===== config.mk =====
export PLATFORM = sky130hd
export DESIGN_NAME = a_fetch_unit
export DESIGN_NICKNAME = d
export VERILOG_FILES = /design/src/rtl/matrix_pkg.sv /design/src/rtl/a_line_fifo.sv /design/src/rtl/a_fetch_unit.sv
export SDC_FILE = /design/constraint.sdc
export NUM_CORES = 2
export LEC_CHECK = 0
export ABC_AREA = 1
export ABC_CLOCK_PERIOD_IN_PS = 12000
export BUFFER_PORTS_ARGS = -buffer_cell sky130_fd_sc_hd__buf_2
export CAP_MARGIN = 20
export CORE_AREA = 2 2 521 523
export DETAILED_ROUTE_END_ITERATION = 10
export DIE_AREA = 0 0 523 525
export PLACE_DENSITY = 0.47
export SLEW_MARGIN = 20
export SYNTH_ARGS = -nofsm -noshare
export SYNTH_HDL_FRONTEND = slang
export SYNTH_SLANG_ARGS = --single-unit

===== constraint.sdc =====
create_clock -name clk -period 12 [get_ports clk]
set_input_delay 1.2 -clock clk [delete_from_list [all_inputs] [get_ports clk]]
set_output_delay 1.2 -clock clk [all_outputs]
set_load 0.01 [all_outputs]

===== src/rtl/matrix_pkg.sv =====
// Shared widths, line/address types and FSM encodings for the matrix operand fetch path.
package matrix_pkg;
  localparam int BUS_WIDTH  = 256;
  localparam int ADDR_WIDTH = 16;

  typedef logic [BUS_WIDTH-1:0]  line_t;
  typedef logic [ADDR_WIDTH-1:0] addr_t;

  typedef enum logic {IDLE, REQ} issue_state_t;
  typedef enum logic {COLLECT, PRESENT} asm_state_t;
endpackage


===== src/rtl/a_line_fifo.sv =====
// Line buffer: synchronous first-word-fall-through FIFO, head valid one cycle after push.
// Push is ignored when full and pop when empty; the caller's credits keep it from filling.
module a_line_fifo
  import matrix_pkg::*;
#(
  parameter int DEPTH = 4
) (
  input  logic  clk,
  input  logic  reset,
  input  logic  push,
  input  line_t push_dat,
  input  logic  pop,
  output line_t pop_dat,
  output logic  empty,
  output logic  full
);
  localparam int PW = $clog2(DEPTH);

  line_t       mem [DEPTH];
  logic [PW:0] wr_ptr;
  logic [PW:0] rd_ptr;

  // Extra pointer bit distinguishes full from empty when the indices match.
  assign empty   = (wr_ptr == rd_ptr);
  assign full    = (wr_ptr[PW-1:0] == rd_ptr[PW-1:0]) && (wr_ptr[PW] != rd_ptr[PW]);
  assign pop_dat = mem[rd_ptr[PW-1:0]];

  always_ff @(posedge clk) begin
    if (push && !full) begin
      mem[wr_ptr[PW-1:0]] <= push_dat;
    end
  end

  always_ff @(posedge clk) begin
    if (reset) begin
      wr_ptr <= '0;
      rd_ptr <= '0;
    end else begin
      if (push && !full) begin
        wr_ptr <= wr_ptr + (PW+1)'(1);
      end
      if (pop && !empty) begin
        rd_ptr <= rd_ptr + (PW+1)'(1);
      end
    end
  end
endmodule


===== src/rtl/a_fetch_unit.sv =====
// Matrix A fetch: pops row addresses, issues credit-bounded reads (req 1 cycle after FIFO non-empty),
// packs ARRAY_HEIGHT lines per tile (line->slot 1 cycle); issue stalls when credits run out or a tile waits.
module a_fetch_unit
  import matrix_pkg::*;
#(
  parameter int ARRAY_HEIGHT = 4,
  parameter int LINE_DEPTH   = 4
) (
  input  logic                              clk,
  input  logic                              reset,
  input  logic [ADDR_WIDTH-1:0]             a_fifo_addr,
  input  logic                              a_fifo_empty,
  output logic                              a_fifo_pop,
  output logic                              mem_rd_req,
  output logic [ADDR_WIDTH-1:0]             mem_rd_addr,
  input  logic                              mem_rd_gnt,
  input  logic                              mem_rd_valid,
  input  logic [BUS_WIDTH-1:0]              mem_rd_data,
  output logic                              a_tile_valid,
  output logic [BUS_WIDTH*ARRAY_HEIGHT-1:0] a_tile_data,
  input  logic                              a_tile_ready,
  output logic                              a_busy,
  output logic                              a_err
);
  localparam int CW = $clog2(LINE_DEPTH) + 1;
  localparam int RW = $clog2(ARRAY_HEIGHT);

  issue_state_t issue_state;
  asm_state_t   asm_state;
  logic [CW-1:0] credits;
  logic [CW-1:0] outstanding;
  logic [RW-1:0] row_cnt;
  logic [ARRAY_HEIGHT-1:0][BUS_WIDTH-1:0] tile_q;

  logic  gnt_acc;
  logic  beat_ok;
  logic  line_push;
  logic  line_pop;
  logic  line_empty;
  logic  line_full;
  line_t line_dat;

  assign gnt_acc    = mem_rd_req && mem_rd_gnt;
  assign a_fifo_pop = !reset && !a_fifo_empty && (credits != '0) &&
                      ((issue_state == IDLE) || gnt_acc);

  always_ff @(posedge clk) begin
    if (reset) begin
      issue_state <= IDLE;
      mem_rd_req  <= 1'b0;
      mem_rd_addr <= '0;
    end else begin
      case (issue_state)
        IDLE: begin
          if (a_fifo_pop) begin
            mem_rd_addr <= a_fifo_addr;
            mem_rd_req  <= 1'b1;
            issue_state <= REQ;
          end
        end
        REQ: begin
          // Request and address hold until granted; a grant may chain straight into the next address.
          if (gnt_acc) begin
            if (a_fifo_pop) begin
              mem_rd_addr <= a_fifo_addr;
            end else begin
              mem_rd_req  <= 1'b0;
              issue_state <= IDLE;
            end
          end
        end
        default: issue_state <= IDLE;
      endcase
    end
  end

  // A beat with nothing outstanding is dropped and flagged rather than counted.
  assign beat_ok   = mem_rd_valid && (outstanding != '0);
  assign line_push = beat_ok && !line_full;

  always_ff @(posedge clk) begin
    if (reset) begin
      credits     <= CW'(LINE_DEPTH);
      outstanding <= '0;
      a_err       <= 1'b0;
    end else begin
      case ({a_fifo_pop, line_pop})
        2'b10:   credits <= credits - CW'(1);
        2'b01:   credits <= credits + CW'(1);
        default: credits <= credits;
      endcase
      case ({gnt_acc, beat_ok})
        2'b10:   outstanding <= outstanding + CW'(1);
        2'b01:   outstanding <= outstanding - CW'(1);
        default: outstanding <= outstanding;
      endcase
      if (mem_rd_valid && (outstanding == '0)) begin
        a_err <= 1'b1;
      end
    end
  end

  a_line_fifo #(
    .DEPTH(LINE_DEPTH)
  ) u_line_fifo (
    .clk      (clk),
    .reset    (reset),
    .push     (line_push),
    .push_dat (mem_rd_data),
    .pop      (line_pop),
    .pop_dat  (line_dat),
    .empty    (line_empty),
    .full     (line_full)
  );

  // The consuming handshake frees the tile, so slot 0 may refill on that same edge.
  assign line_pop = !line_empty && ((asm_state == COLLECT) || a_tile_ready);

  always_ff @(posedge clk) begin
    if (reset) begin
      asm_state    <= COLLECT;
      row_cnt      <= '0;
      tile_q       <= '0;
      a_tile_valid <= 1'b0;
    end else begin
      if ((asm_state == PRESENT) && a_tile_ready) begin
        asm_state    <= COLLECT;
        a_tile_valid <= 1'b0;
      end
      if (line_pop) begin
        tile_q[row_cnt] <= line_dat;
        if (row_cnt == RW'(ARRAY_HEIGHT - 1)) begin
          row_cnt      <= '0;
          asm_state    <= PRESENT;
          a_tile_valid <= 1'b1;
        end else begin
          row_cnt <= row_cnt + RW'(1);
        end
      end
    end
  end

  assign a_tile_data = tile_q;
  assign a_busy      = (credits != CW'(LINE_DEPTH)) || (row_cnt != '0) || a_tile_valid;
endmodule

==> summary.md <==
| Metric | Value |
|---|---|
| Net switching component of the power | `10.2 mW` |
| Post-detailed-placement half-perimeter wirelength | `186 mm` |
| Residual DRC count | `0` |
| Mux contribution to synthesized area | `0%` |
| Filler instances | `27.4k` |
| Post-synthesis instance area | `81800 um^2` |
| 1st-pass router iterations | `5` |
| Worst Path Arrival | `4.84 ns` |
| Setup repair after global routing missed its margin | `no` |
| Number of buffers and inverters on the critical path | `5` |
| Gate power share | `35.4%` |
| Initial antenna violation count | `157` |
| Number of top-level pins | `1323` |
| Combinational family with the most area after synthesis | `simple AND/OR/NAND/NOR gates` |
| Internal | `15.8 mW` |
| Initial detailed-routing violation count | `3862` |
| Total power of the final layout | `26.0 mW` |
| Post-Syn Nets | `9471` |
| Proportion of power drawn by the clock network | `27.5%` |
| Worst-Skew Late Latency | `0.93 ns` |
| I/O Buffers | `1322` |
| Number of buffers added to fix hold violations after cts | `0` |
| Post-synthesis adder-cell area fraction | `0.217%` |
| Data required time at the worst endpoint | `12.79 ns` |
| Total setup violations reported at the end of the flow | `0` |
| Commonest non-fill, non-tap cells in the layout | `sky130_fd_sc_hd__nor2_1 (2582), sky130_fd_sc_hd__nand2_1 (2106), sky130_fd_sc_hd__buf_2 (1322), sky130_fd_sc_hd__dfxtp_1 (1059), sky130_fd_sc_hd__inv_1 (1045)` |
| Period utilization | `33.8%` |
| Cell area reported after detailed placement | `91300 um^2` |
| Setup Crit Path Kind | `in -> reg` |
| Clock edge transition at the registers on the reported setup and hold paths | `0.06 ns` |
| Period minus WS final | `4.05 ns` |
| Post-synthesis sequential area ratio | `63.5%` |
| Drt total wl | `277 mm` |
| CTS tree | `built` |
| Overall via count from detail_route | `61.9k` |
| Post-synthesis share of cell area spent on xor and xnor gates | `0.0321%` |
| Cts repair resizes | `0` |
| Area of the die | `275000 um^2` |
| Fraction of layout cells with a size suffix above 1 | `18.5%` |
| Total clock buffers created by CTS | `237` |
| Commonest non-fill, non-tap cell in the layout | `sky130_fd_sc_hd__nor2_1` |
| VDD IR max | `0.000145 V` |
| Via density | `4.38` |
| Clock tree sinks | `2085` |
| Area delta synth->final | `21.0%` |
| Routed length per instance | `19.6 um` |
| Pin count of the biggest net entering global routing | `202` |
| Worst min-delay path class | `reg -> reg` |
| Area fraction in compound gates after synthesis | `6.61%` |
| Number of nets in the final layout | `10.6k` |
| Library cell occupying the most area in the post-synthesis netlist | `sky130_fd_sc_hd__edfxtp_1` |
| Switching part of the total power | `39.3%` |
| Global router's overall resource usage | `19.4%` |
| Number of setup buffers added after CTS | `0` |
| Register share of total power | `37.1%` |
| Measured slew at the worst slew-check pin | `1.37 ns` |
| Worst hold-check slack | `0.463 ns` |
| CP Cell Sequence | `buf_2, inv_8, buf_4, buf_4, buf_4, nand2_1, nor2_1` |
| Maximum achievable frequency | `247 MHz` |
| Core region area | `269000 um^2` |
| Total non-filler cell area in the finished layout | `99100 um^2` |
| Number of cells produced by synthesis | `9180` |
| Cell types occupying the most area after synthesis | `sky130_fd_sc_hd__edfxtp_1 (38%), sky130_fd_sc_hd__dfxtp_1 (26%), sky130_fd_sc_hd__nor2_1 (12%)` |
| Final hold violation count | `0` |
| Number of storage elements in the synthesis netlist | `2085` |
| Initial cell density of the core | `30.4%` |
| Cell type with the highest occurrence count on the critical path | `sky130_fd_sc_hd__buf_4` |
| Top cell type's share of synthesized area | `37.6%` |
| CTS H-tree lvls | `4` |
| Die boundary height | `525 um` |
| Run status | `finished clean` |
| Post-Synthesis Mean Instance Area | `8.92 um^2` |
| First-pass GRT wire length | `400 mm` |
| Relative slew margins | `8.50%` |
| Post-synthesis share of cell area spent on and, or, nand and nor gates | `21.8%` |
| Largest fanout on the critical path | `98` |
| Worst Setup End Kind | `flop` |
| GRT overflow | `0` |
| Number of max-capacitance violations reported | `0` |
| Slowest cell on the critical path | `sky130_fd_sc_hd__buf_4` |
| Type of origin of the critical path | `input port` |
| Post-DRT Antenna Nets | `0` |
| Num rows | `191` |
| Final worst clock skew | `0.0674 ns` |
| Crit path largest cell delay | `0.85 ns` |
| Clk root buf | `sky130_fd_sc_hd__clkbuf_16` |
| Vias in the first global route | `58.2k` |
| Number of warning messages in the yosys log | `0` |
| Number of slew-limit violations in the final report | `0` |
| Last weighted congestion value of the routability-driven placer | `0.813` |
| Power per unit of standard cell area | `263 nW/um^2` |
| Clk buf depth | `4` |
| Reported leakage power | `46.5 nW` |
| Top Family by Delay on Critical Path | `buffers and inverters` |
| Yosys cell types | `30` |
| Horizontal die dimension | `523 um` |
-- sequential cells by signal (all words and copies together), names as in the netlist, named ones only --
signal and flops:
a_err 1, a_tile_data 1024, a_tile_valid 1, asm_state 1, credits 3, issue_state 1
mem_rd_addr 16, mem_rd_req 1, outstanding 3, row_cnt 2, u_line_fifo.mem 1024, u_line_fifo.rd_ptr 3
u_line_fifo.wr_ptr 3
-- cells in the mapped netlist (all sizes together) --
library cell	n
nor2	2586
clkbuf	186
nor4	1
o21a	2
nand3b	1
edfxtp	1024
o22ai	256
a31oi	2
nand2	2106
or2	1
clkinv	1
o21ai	521
xor2	3
buf	327
a21oi	10
nand4	1
fa	2
inv	1051
nand3	27
dfxtp	1061
ha	11
-- logic make-up (layout without fill, tap and decap cells) --
| group | Yosys count | in the layout |
|---|---|---|
| AO/OA/AOI/OAI | 791 | 791 |
| XOR/XNOR | 3 | 3 |
| adder cells (fa/ha/maj) | 13 | 13 |
| buffers and inverters | 1565 | 2886 |
| flip-flops | 2085 | 2085 |
| other | 0 | 50 |
| AND/OR/NAND/NOR | 4723 | 4723 |
-- worst paths after layout --
kind                                 startpoint                to  slack (ns)  depth (start not counted)
worst max-delay path                      reset  a_tile_data[485]        7.95                          7
worst min-delay path            mem_rd_addr[10]   mem_rd_addr[10]        0.46                          2
worst max register to register             flop  a_tile_data[644]        8.00                          7
worst min register to register  mem_rd_addr[10]   mem_rd_addr[10]        0.46                          2
-- worst reg2reg max path, stage by stage, from the launching register on --
cell,delay (ns)
sky130_fd_sc_hd__dfxtp_4,0.45
sky130_fd_sc_hd__inv_16,0.50
sky130_fd_sc_hd__buf_4,0.97
sky130_fd_sc_hd__buf_4,0.95
sky130_fd_sc_hd__o21ai_0,0.32
sky130_fd_sc_hd__o22ai_2,0.50
sky130_fd_sc_hd__nor2_1,0.11
sky130_fd_sc_hd__nor2_1,0.14
-- per-layer routing --
layer	GRT usage [%]	vias to the layer above	wire length (um)
li1	-	30700	-
met1	23.4	28800	114000
met2	32.2	1653	130000
met3	6.70	549	23200
met4	6.34	156	9310
met5	0	-	1030
-- stage by stage --
step	std cells	utilization (%)	setup TNS, ns	setup WS (ns)
after global placement	13600	33.9	0	7.17
after global routing	14100	36.7	0	7.58
after floorplan	9180	-	-1247.02	-1.22
after CTS	14100	36.7	0	7.94
final	14100	36.8	0	7.95
after detailed placement	13600	33.9	0	7.08
-- area by class of cell --
class,count,area [um^2],share of cell area [%]
diodes,50,125,0.126
clock buffers,336,6780,6.84
clock inverters,102,902,0.911
inverters,1052,3980,4.02
multi-input cells,5530,23500,23.7
flip-flops and latches,2085,52000,52.5
well taps,3570,4470,4.51
repair buffers,1396,7320,7.39
-- power groups by stage --
stage	Sequential [mW]	Clock, mW	Combinational, mW
finish	9.65	7.16	9.21
floorplan	10.3	0	5.09
global route	9.80	7.65	10.3
global placement	9.76	0	9.27
detailed placement	9.79	0	9.40
CTS	9.66	7.36	9.44
Note: power is estimated with default switching activity, not from simulation.
